[src/rtl/rv32_mem_arb_defs.sv]
// rv32_mem_arb_defs: shared state encoding and constants for the memory arbiter
package rv32_mem_arb_defs;
  typedef enum logic [2:0] {
    ST_IDLE   = 3'd0,
    ST_BUSY_I = 3'd1,
    ST_BUSY_D = 3'd2,
    ST_DONE_I = 3'd3,
    ST_DONE_D = 3'd4
  } arb_state_t;
  localparam logic [2:0] UBHW_WORD = 3'b010;
  localparam int STARVE_MAX_DEF = 4;
endpackage

[src/rtl/arb_streak_cnt.sv]
// arb_streak_cnt: saturating count of contested data grants, used to force a fetch grant
module arb_streak_cnt #(
  parameter int MAX = 4
) (
  input  logic clk,
  input  logic rst,
  input  logic inc,
  input  logic clr,
  output logic sat
);
  logic [3:0] r_cnt;
  assign sat = (r_cnt == 4'(MAX));
  // count up on contested data grants, stop at MAX, clear on a fetch grant
  always_ff @(posedge clk) begin
    if (!rst) r_cnt <= '0;
    else if (clr) r_cnt <= '0;
    else if (inc && !sat) r_cnt <= r_cnt + 4'd1;
  end
endmodule

[src/rtl/rv32_mem_arbiter.sv]
// rv32_mem_arbiter: shares one memory port between instruction fetch and data access
module rv32_mem_arbiter
  import rv32_mem_arb_defs::*;
#(
  parameter int ADDR_W     = 32,
  parameter int DATA_W     = 32,
  parameter int STARVE_MAX = STARVE_MAX_DEF
) (
  input  logic              clk,
  input  logic              rst,
  input  logic              if_req,
  input  logic [ADDR_W-1:0] if_addr,
  input  logic              if_cancel,
  output logic              if_ack,
  output logic [DATA_W-1:0] if_rdata,
  input  logic              d_req,
  input  logic              d_we,
  input  logic [ADDR_W-1:0] d_addr,
  input  logic [DATA_W-1:0] d_wdata,
  input  logic [2:0]        d_ubhw,
  output logic              d_ack,
  output logic [DATA_W-1:0] d_rdata,
  output logic              mem_req,
  output logic              mem_we,
  output logic [ADDR_W-1:0] mem_addr,
  output logic [DATA_W-1:0] mem_wdata,
  output logic [2:0]        mem_ubhw,
  input  logic [DATA_W-1:0] mem_rdata,
  input  logic              mem_ready,
  output logic              stall_if,
  output logic              stall_mem,
  output logic              busy
);
  arb_state_t        r_state;
  logic              r_cancel;
  logic              r_if_ack;
  logic              r_d_ack;
  logic              r_mem_req;
  logic              r_mem_we;
  logic [ADDR_W-1:0] r_mem_addr;
  logic [DATA_W-1:0] r_mem_wdata;
  logic [2:0]        r_mem_ubhw;
  logic [DATA_W-1:0] r_if_rdata;
  logic [DATA_W-1:0] r_d_rdata;
  logic              w_idle;
  logic              w_sat;
  logic              w_grant_d;
  logic              w_grant_i;

  assign w_idle    = (r_state == ST_IDLE);
  assign w_grant_d = w_idle & d_req & ~(if_req & w_sat);
  assign w_grant_i = w_idle & if_req & ~w_grant_d;

  arb_streak_cnt #(.MAX(STARVE_MAX)) u_streak (
    .clk (clk),
    .rst (rst),
    .inc (w_grant_d & if_req),
    .clr (w_grant_i),
    .sat (w_sat)
  );

  assign if_ack    = r_if_ack & ~if_cancel;
  assign d_ack     = r_d_ack;
  assign if_rdata  = r_if_rdata;
  assign d_rdata   = r_d_rdata;
  assign mem_req   = r_mem_req;
  assign mem_we    = r_mem_we;
  assign mem_addr  = r_mem_addr;
  assign mem_wdata = r_mem_wdata;
  assign mem_ubhw  = r_mem_ubhw;
  assign busy      = ~w_idle;
  assign stall_if  = if_req & ~if_ack;
  assign stall_mem = d_req & ~d_ack;

  // arbitration FSM: grant in IDLE, hold the bus until mem_ready, pulse the ack in DONE
  always_ff @(posedge clk) begin
    if (!rst) begin
      r_state     <= ST_IDLE;
      r_cancel    <= 1'b0;
      r_if_ack    <= 1'b0;
      r_d_ack     <= 1'b0;
      r_mem_req   <= 1'b0;
      r_mem_we    <= 1'b0;
      r_mem_addr  <= '0;
      r_mem_wdata <= '0;
      r_mem_ubhw  <= '0;
      r_if_rdata  <= '0;
      r_d_rdata   <= '0;
    end else begin
      case (r_state)
        ST_IDLE: begin
          r_cancel <= 1'b0;
          if (w_grant_d) begin
            r_state     <= ST_BUSY_D;
            r_mem_req   <= 1'b1;
            r_mem_we    <= d_we;
            r_mem_addr  <= d_addr;
            r_mem_wdata <= d_wdata;
            r_mem_ubhw  <= d_ubhw;
          end else if (w_grant_i) begin
            r_state     <= ST_BUSY_I;
            r_mem_req   <= 1'b1;
            r_mem_we    <= 1'b0;
            r_mem_addr  <= if_addr;
            r_mem_wdata <= '0;
            r_mem_ubhw  <= UBHW_WORD;
          end
        end
        ST_BUSY_I: begin
          if (if_cancel) r_cancel <= 1'b1;
          if (mem_ready) begin
            r_state    <= ST_DONE_I;
            r_mem_req  <= 1'b0;
            r_if_rdata <= mem_rdata;
            r_if_ack   <= ~(r_cancel | if_cancel);
          end
        end
        ST_BUSY_D: begin
          if (mem_ready) begin
            r_state   <= ST_DONE_D;
            r_mem_req <= 1'b0;
            r_d_ack   <= 1'b1;
            if (!r_mem_we) r_d_rdata <= mem_rdata;
          end
        end
        default: begin
          r_state  <= ST_IDLE;
          r_cancel <= 1'b0;
          r_if_ack <= 1'b0;
          r_d_ack  <= 1'b0;
        end
      endcase
    end
  end
endmodule

[config.mk]
export PLATFORM = sky130hd
export DESIGN_NAME = rv32_mem_arbiter
export DESIGN_NICKNAME = d
export VERILOG_FILES = /design/src/rtl/rv32_mem_arb_defs.sv /design/src/rtl/arb_streak_cnt.sv /design/src/rtl/rv32_mem_arbiter.sv
export SDC_FILE = /design/constraint.sdc
export NUM_CORES = 1
export LEC_CHECK = 0
export BUFFER_PORTS_ARGS = -buffer_cell sky130_fd_sc_hd__buf_2
export CAP_MARGIN = 40
export CORE_MARGIN = 2
export CORE_UTILIZATION = 35
export CTS_BUF_LIST = sky130_fd_sc_hd__clkbuf_8
export DETAILED_ROUTE_END_ITERATION = 8
export PLACE_DENSITY_LB_ADDON = 0.05
export SYNTH_ARGS = -nofsm -noshare
export SYNTH_HDL_FRONTEND = slang
export SYNTH_SLANG_ARGS = --single-unit
[constraint.sdc]
create_clock -name clk -period 2.4 [get_ports clk]
set_input_delay 0.72 -clock clk [delete_from_list [all_inputs] [get_ports clk]]
set_output_delay 0.72 -clock clk [all_outputs]
set_load 0.005 [all_outputs]
==> flow_summary.ini, run 1 <==
[timing]
finClkSkew_ns = 0.01356
relSlewSlack_pct = 57.21
fmax_ghz = 0.4631
setup_ws_ns = 0.2404
finalSetupViolCount = 0
worst_pin_slew_ns = 0.6329
hold_slack_ns = 0.4556
fin_crit_sh_pct = 89.98
finalHoldViolCount = 0
rsz0062_at_grt = false
fin_tns_setup_ns = 0
drv_slew = 0
period_needed_ns = 2.160

[layout]
layout_commonest_cell = buf_2
ff_latch_area_um2 = 2863
layout.nets = 1091
multi_input_area_um2 = 2934
fin_area_um2 = 8079
nFillCells = 1771
area_growth_syn_to_layout_pct = 31.61
final_cell_mix = 275 x buf_2, 143 x dfxtp_1, 103 x a21oi_1, 71 x nand3_1
drive_above_1_share_pct = 35.27

[power_and_ir_drop]
power.switching_uw = 1660
internal-power_uw = 3978
power_density_nw_per_um2 = 697.8
seqPwrFrac_pct = 46.7
combPwrFrac_pct = 19.6
p_leak_uw = 0.003460
swShare_pct = 29.45
total_power_uw = 5638
vdd_drop_max_mv = 0.3367
clkPwrFrac_pct = 33.7

[yosys]
synth_fa_ha_area_share_pct = 0.4077
synth_top_family_by_area = compound AO/OA/AOI/OAI gates
ys_seq_area_share_pct = 46.64
yosys.area_share.simple_pct = 21.83
syn_avg_cell_area_um2 = 8.561
netlist_top_cells_area = dfxtp_1 47%, a21oi_1 8.4%, o2111a_1 5.9%
ys_ff_latch = 143
synth_mux_area_share_pct = 0
synthCells = 717
netlist.area_leader.share_pct = 46.64
synth.largest_area_cell = dfxtp_1
synth_async_sr_flop_share_pct = 0
yosys_most_used_dff = dfxtp_1
synth_compound_area_share_pct = 25.01
synth.cell_area_um2 = 6138
yosysUniqueCellTypes = 40
synth_edf_count = 0
synth_xor_area_share_pct = 0.1427
syn-num-nets = 857
synth-warning-count = 0

[critical_path]
cp_num_cells = 3
cp_cell_sequence = nor3_4, inv_4, buf_2
rr_worst_depth = 6
slowest_stage = dfxtp_1
cp.arrival_ns = 1.44
crit_fanout = 46
critical_path_required_ns = 1.68
rrSetupSlack_ns = 0.45
endpoint = busy
crit_buf_inv = 2
endpoint_kind = primary output
reg2reg_from = r_state[2]
reg2reg_to = mem_ubhw[1]
crit_type = register to primary output
crit_family = buffers and inverters
start_kind = register
slowest_delay_ns = 0.39
crit_path_start = r_state[2]

[global_route]
grt_usage_pct = 20.95
antenna_found_initial = 3
grt_pass1_vias = 6000
overflow = 0
grt_start_max_net_pins = 78
grt_pass1_wl_um = 30730

[clocking]
cts_buffer_depth = 2
cts-root-buf = clkbuf_8
cts.clk_slew.worst_paths_ns = 0.08
clkSinkCount = 143
cts_setup_buffers = 0
htree_levels = 4
numCtsBuffers = 17
clk_latency_ns = 0.44
cts_tree = yes

[placement]
place_hpwl_um = 13640
gp_congestion = 0.7593
pre_cts_ws_ns = 0.2449
place_area_um2 = 7680
numPortBuffers = 275

[worst_hold_path]
min_path_type = register to register

[route]
wl_per_cell_um = 17.07
routed_wl_um = 20330
dr.pass1.iters = 7
drcViolationCount = 0
vias = 6406
vias_per_cell = 5.379
drtIter0Drc = 328
postRouteAntennaNets = 0

[floorplanning]
die_w_um = 136.4
fp-row-count = 48
core_um2 = 17240
fp.dieH_um = 136.4
io_pins = 276
initial_core_util_pct = 35.61
die-area_um2 = 18610

[job]
cap_violations = 0

[status]
run_status = complete, no violations
-- cell usage after synthesis (4+ instances only) --
| cell | count |
|---|---|
| nor2_1 | 8 |
| o21bai_1 | 32 |
| or3_1 | 32 |
| nand4_1 | 5 |
| o21ai_0 | 68 |
| nor2b_1 | 6 |
| a21oi_1 | 103 |
| clkbuf_1 | 66 |
| nand4b_1 | 33 |
| inv_1 | 4 |
| dfxtp_1 | 143 |
| buf_2 | 12 |
| o2111a_1 | 32 |
| nand2_1 | 68 |
| nand3_1 | 71 |
-- registers in the layout (all words and copies together) (netlist names) --
register,cells
d_ack,1
d_rdata,32
if_rdata,32
mem_addr,32
mem_req,1
mem_ubhw,3
mem_wdata,32
mem_we,1
r_cancel,1
r_if_ack,1
r_state,3
u_streak.r_cnt,4
-- layer usage --
layer	vias to the layer above	GRT usage, %	wire, um
met5	-	0	0
met4	0	9.028	482
met3	28	5.742	1448
met2	258	35.29	9946
met1	3051	25.00	8454
li1	3069	-	-
-- through the flow --
stage,util (%),instances
3_3_place_gp,44.56,1157
3_5_place_dp,44.56,1157
6_report,46.87,1191
2_1_floorplan,-,717
5_1_grt,46.87,1191
4_1_cts,46.84,1189
-- tightest hold or removal path: stages, from the launching register on --
cell and delay [ns]:
dfxtp_1 0.31, nand2_1 0.05, a21oi_1 0.05
-- logic make-up after synthesis --
family                     count (synthesis)
xor gates and xnor gates                   1
AOI/OAI and AO/OA                        245
buffers and inverters                     89
and+or+nand+nor                          237
adders and majority gates                  2
DFF                                      143
-- worst min path at each step --
stage | from | end | slack, ns | cells past startpoint
final | if_rdata[26] | if_rdata[26] | 0.46 | 2
after global routing | if_rdata[19] | if_rdata[19] | 0.48 | 2
after detailed placement | if_rdata[5] | if_rdata[5] | 0.44 | 2
after CTS | if_rdata[5] | if_rdata[5] | 0.46 | 2
after global placement | if_rdata[24] | if_rdata[24] | 0.44 | 2
after floorplan | r_if_ack | r_if_ack | 0.45 | 2
-- repair_timing --
| action | CTS | global route |
|---|---|---|
| setup endpoints to repair | 1 | 0 |
| resized for setup | 1 | 0 |
| hold buffers | 0 | 0 |
-- final cells by class --
| type | instances | area share, % |
|---|---|---|
| sequential | 143 | 35.43 |
| multi-input combinational | 485 | 36.32 |
| inverter | 5 | 0.2788 |
| tap | 225 | 3.485 |
| timing repair buffer | 299 | 19.58 |
| antenna | 2 | 0.06195 |
| clock buffer | 18 | 3.066 |
| clock inverter | 14 | 1.781 |
-- power by group through the flow --
| stage | combinational [uW] | clock, uW | sequential [uW] |
|---|---|---|---|
| after CTS | 1110 | 1970 | 2630 |
| after detailed placement | 1100 | 0 | 2680 |
| after global routing | 1220 | 2070 | 2650 |
| after global placement | 1070 | 0 | 2680 |
| after floorplan | 621 | 0 | 2700 |
| final | 1110 | 1900 | 2630 |
(Power assumes the default switching activity.)
==> run 2: changes to the inputs <==
ABC_AREA = 1   (was unset)
==> flow_summary.ini, run 2 <==
[timing]
rsz0062_at_grt = false
fmax_ghz = 0.5049
finalHoldViolCount = 0
period_needed_ns = 1.981
relSlewSlack_pct = 71.34
finClkSkew_ns = 0.008359
finalSetupViolCount = 0
drv_slew = 0
fin_tns_setup_ns = 0
worst_pin_slew_ns = 0.4298
fin_crit_sh_pct = 82.53

[placement]
gp_congestion = 0.7799
place_hpwl_um = 11360
numPortBuffers = 275
dp.cells = 1252

[floorplanning]
core_um2 = 16000
io_pins = 276
die_w_um = 132.5
fp.dieH_um = 132.5
fp-row-count = 46
die-area_um2 = 17560
initial_core_util_pct = 36.13

[critical_path]
slowest_stage = dfxtp_1
endpoint_kind = primary output
critical_path_required_ns = 1.68
crit_family = flip-flops
crit_type = register to primary output
crit_buf_inv = 2
crit_fanout = 5
start_kind = register
cp_cell_sequence = inv_1, nand2_4, buf_2
cp.arrival_ns = 1.26
slowest_delay_ns = 0.42

[clocking]
clkSinkCount = 143
cts_setup_buffers = 0
numCtsBuffers = 17
htree_levels = 4
cts_buffer_depth = 2
hold_buffers = 0
cts.repair.resized = 0
clk_latency_ns = 0.43
cts.clk_slew.worst_paths_ns = 0.08
cts-root-buf = clkbuf_8
cts_tree = yes

[global_route]
use_met2_pct = 30.08
grt_pass1_wl_um = 25990
grt_pass1_vias = 5265
grt-busiest-layer = met2
use_met3_pct = 5.747
grtUsageMet1_pct = 22.64
overflow = 0
grt_start_max_net_pins = 66
grt_usage_pct = 18.33
antenna_found_initial = 4

[yosys]
synth_most_common_cell = nand2_1
netlist_top_cells_area = dfxtp_1 50%, nand2_1 10%, inv_1 6.9%
synth.largest_area_cell = dfxtp_1
syn-num-nets = 938
ys_seq_area_share_pct = 49.52
synth-warning-count = 0
synth_async_sr_flop_share_pct = 0
synthTopCellsByCount = 161 x nand2_1, 143 x dfxtp_1, 106 x inv_1, 79 x o21ai_0, 77 x a21oi_1
synth_edf_count = 0
synth.cell_area_um2 = 5781
yosysUniqueCellTypes = 26
yosys_most_used_dff = dfxtp_1
synthCells = 798
ys_ff_latch = 143
netlist.area_leader.share_pct = 49.52
syn_avg_cell_area_um2 = 7.244

[power_and_ir_drop]
vdd_drop_max_mv = 0.5773
power_density_nw_per_um2 = 1073
p_leak_uw = 0.004101

[route]
drtIter0Drc = 200
vias = 5762
routed_wl_um = 16330
wl_per_cell_um = 12.68
dr.pass1.iters = 6
vias_per_cell = 4.474
drcViolationCount = 0
postRouteAntennaNets = 0

[layout]
final_cell_mix = 275 x buf_2, 161 x nand2_1, 143 x dfxtp_1, 108 x inv_1, 79 x o21ai_0
final_core_util_pct = 48.65
nFillCells = 1766
drive_above_1_share_pct = 30.52
layout.nets = 1195
area_growth_syn_to_layout_pct = 34.65
layout_commonest_cell = buf_2
finalNonFillerCells = 1288

[worst_hold_path]
min_path_type = register to register

[job]
cap_violations = 0

[status]
run_status = complete, no violations
==> run 2: changes by cell type after synthesis, sizes merged, moves of 32 or more <==
| cell | before | now |
|---|---|---|
| nand2 | 68 | 164 |
| o21bai | 32 | 0 |
| or3 | 32 | 0 |
| inv | 5 | 108 |
| o2111a | 32 | 0 |
| nand4b | 33 | 0 |
| clkbuf | 68 | 24 |
| nor2 | 8 | 77 |
| o21ai | 68 | 100 |
==> run 2: path summary, 6_finish.rpt <==
check	start	cells past startpoint	slack, ns	to
hold reg to reg	if_rdata[21]	2	0.44	if_rdata[21]
hold / removal	if_rdata[21]	2	0.44	if_rdata[21]
setup / recovery	r_state[0]	3	0.42	busy
setup reg to reg	u_streak.r_cnt[0]	9	0.53	mem_wdata[5]
==> run 2: layer usage <==
metal / up-vias / part of all wire (%)
met5: - / 0.080
met4: 2 / 1.6
met3: 20 / 6.5
met2: 173 / 47
met1: 2531 / 45
li1: 3036 / -
==> run 2: layout make-up <==
cell class	count	area (um2)	area share (%)
well taps	216	270.3	3.472
repair buffers	287	1529	19.64
diodes	4	10.01	0.1286
inverters	112	422.9	5.433
clock inverters	10	132.6	1.704
flip-flops and latches	143	2863	36.78
multi-input cells	494	2253	28.95
clock buffers	22	302.8	3.890
==> run 2: cell families after synthesis <==
logic type,share of synthesized area [%]
AOI/OAI and AO/OA,15.61
DFF,49.52
adders and majority gates,0.4328
buffers and inverters,11.58
and+or+nand+nor,22.55
xor gates and xnor gates,0.3031
==> run 2: power breakdown <==
part | switching [uW] | total, uW | internal, uW
registers | 285 | 3280 | 3000
logic | 1800 | 3000 | 1200
clock network | 910 | 2070 | 1170
==> run 2: through the flow <==
step	power [uW]	worst slack (ns)	hold WS (ns)	instance area, um2
after CTS	8491	0.3882	0.4442	7774
after floorplan	5210	0.6783	0.4304	5781
after detailed placement	6385	0.2656	0.4317	7338
final	8355	0.4193	0.4416	7784
after global routing	9037	0.2815	0.4564	7781
after global placement	6373	0.2885	0.4283	7338
==> run 2: worst register-to-register path, stage by stage (launching register included) <==
cell     delay [ns]
dfxtp_1        0.37
inv_1          0.07
ha_1           0.19
nand2_1        0.06
nor2_1         0.04
nand2_2        0.25
nand2_4        0.22
inv_4          0.34
nand2_1        0.12
a21oi_1        0.14
==> run 3: changes to the inputs <==
clock period = 1.65 ns   (was 2.4 ns; I/O delays follow)
==> flow_summary.ini, run 3 (synthesis gave the netlist of run 2 again) <==
[status]
run_status = complete, no violations

[floorplanning]
core_um2 = 16000
io_pins = 276
die_w_um = 132.5
fp-row-count = 46
die-area_um2 = 17560
initial_core_util_pct = 36.13
fp.dieH_um = 132.5

[clocking]
cts_tree = yes
numCtsBuffers = 17
clk_latency_ns = 0.44
cts_buffer_depth = 2
htree_levels = 4
hold_buffers = 0
clkSinkCount = 143
cts-root-buf = clkbuf_8
cts.clk_slew.worst_paths_ns = 0.08

[power_and_ir_drop]
power_density_nw_per_um2 = 1518
combPwrFrac_pct = 39.1
clkPwrFrac_pct = 20.6
power.switching_uw = 4401
internal-power_uw = 7545
p_leak_uw = 0.004145
vdd_drop_max_mv = 0.5294
seqPwrFrac_pct = 40.2
swShare_pct = 36.84

[layout]
layout.nets = 1206
finalNonFillerCells = 1297
drive_above_1_share_pct = 31.54
final_cell_mix = 274 x buf_2, 161 x nand2_1, 139 x dfxtp_1, 109 x inv_1, 79 x o21ai_0
area_growth_syn_to_layout_pct = 36.13
nFillCells = 1711
layout_commonest_cell = buf_2

[global_route]
overflow = 0
grt_usage_pct = 18.55
grt_pass1_vias = 5286
grt_pass1_wl_um = 26390
antenna_found_initial = 3
grt_start_max_net_pins = 81

[timing]
finClkSkew_ns = 0.01447
fin_tns_setup_ns = 0
relSlewSlack_pct = 79.14
period_needed_ns = 1.563
rsz0062_at_grt = true
setup_ws_ns = 0.08690
drv_slew = 0
finalHoldViolCount = 0
finalSetupViolCount = 0
fin_crit_sh_pct = 94.73
fmax_ghz = 0.6398
worst_pin_slew_ns = 0.3126
hold_slack_ns = 0.2916

[placement]
gp_congestion = 0.7860
place_hpwl_um = 11520
pre_cts_ws_ns = 0.01414
numPortBuffers = 275
dp.cells = 1262

[route]
drcViolationCount = 0
drtIter0Drc = 226
vias = 5752
vias_per_cell = 4.435
wl_per_cell_um = 12.54
dr.pass1.iters = 5
routed_wl_um = 16270
postRouteAntennaNets = 0

[critical_path]
slowest_delay_ns = 0.31
endpoint_kind = primary output
crit_type = register to primary output
start_kind = register
cp.arrival_ns = 1.07
cp_cell_sequence = inv_1, nor2_2, nor2_1, buf_2
critical_path_required_ns = 1.15
slowest_stage = dfxtp_1
crit_fanout = 2

[worst_hold_path]
min_path_type = input pin to register

[job]
cap_violations = 0
run 3: cell count changes in the layout (fill, tap and decap cells not counted), sizes merged:
cell      before  now
buf          287  298
clkbuf        22   17
clkinv         6   10
bufinv         3    1
clkinvlp       1    2
diode          4    3
inv          112  113
run 3: power by group through the flow:
stage	clock network [uW]	registers, uW	logic [uW]
after floorplan	0	4950	2630
after global placement	0	4860	4690
after detailed placement	0	4870	4670
after CTS	2600	4800	4720
after global routing	2730	4910	5330
final	2470	4810	4670
run 3: metal layers:
| metal | up-vias | track usage (%) | part of all wire, % |
|---|---|---|---|
| li1 | 3047 | - | - |
| met1 | 2530 | 23.84 | 46 |
| met2 | 160 | 29.79 | 47 |
| met3 | 13 | 5.977 | 6.0 |
| met4 | 2 | 5.496 | 1.0 |
| met5 | - | 0 | 0.080 |
run 3: what timing repair did:
action	CTS	global route
setup endpoints to repair	1	20
gates cloned	0	0
gates resized for setup	1	9
buffers inserted	1	0
pin swaps	1	1
run 3: path summary, 6_finish.rpt:
| kind | end | slack, ns | startpoint | cells after the start |
|---|---|---|---|---|
| worst max-delay path | stall_if | 0.09 | r_if_ack | 4 |
| worst min register to register | if_rdata[23] | 0.44 | if_rdata[23] | 2 |
| worst max register to register | mem_addr[13] | 0.16 | u_streak.r_cnt[0] | 10 |
| worst min-delay path | mem_ubhw[1] | 0.29 | d_ubhw[1] | 3 |
run 3: final cells by class:
cell class	count	area [um2]	share of cell area, %
clock buffers	17	234.0	2.973
clock inverters	14	106.4	1.352
repair buffers	298	1693	21.51
flip-flops and latches	143	2870	36.48
multi-input cells	494	2265	28.78
inverters	112	422.9	5.374
well taps	216	270.3	3.435
diodes	3	7.507	0.09540
run 3: stage by stage:
stage	total power (uW)	util, %	cell area (um2)
2_1_floorplan	7579	-	5781
3_3_place_gp	9543	46.80	7488
3_5_place_dp	9547	46.80	7488
4_1_cts	12120	48.98	7838
5_1_grt	12980	49.16	7866
6_report	11950	49.18	7869
run 3: critical path: cells and delay by family (launching register included):
family                 cells  cell delay [ns]
and+or+nand+nor            2             0.15
buffers and inverters      2             0.19
DFF                        1             0.31
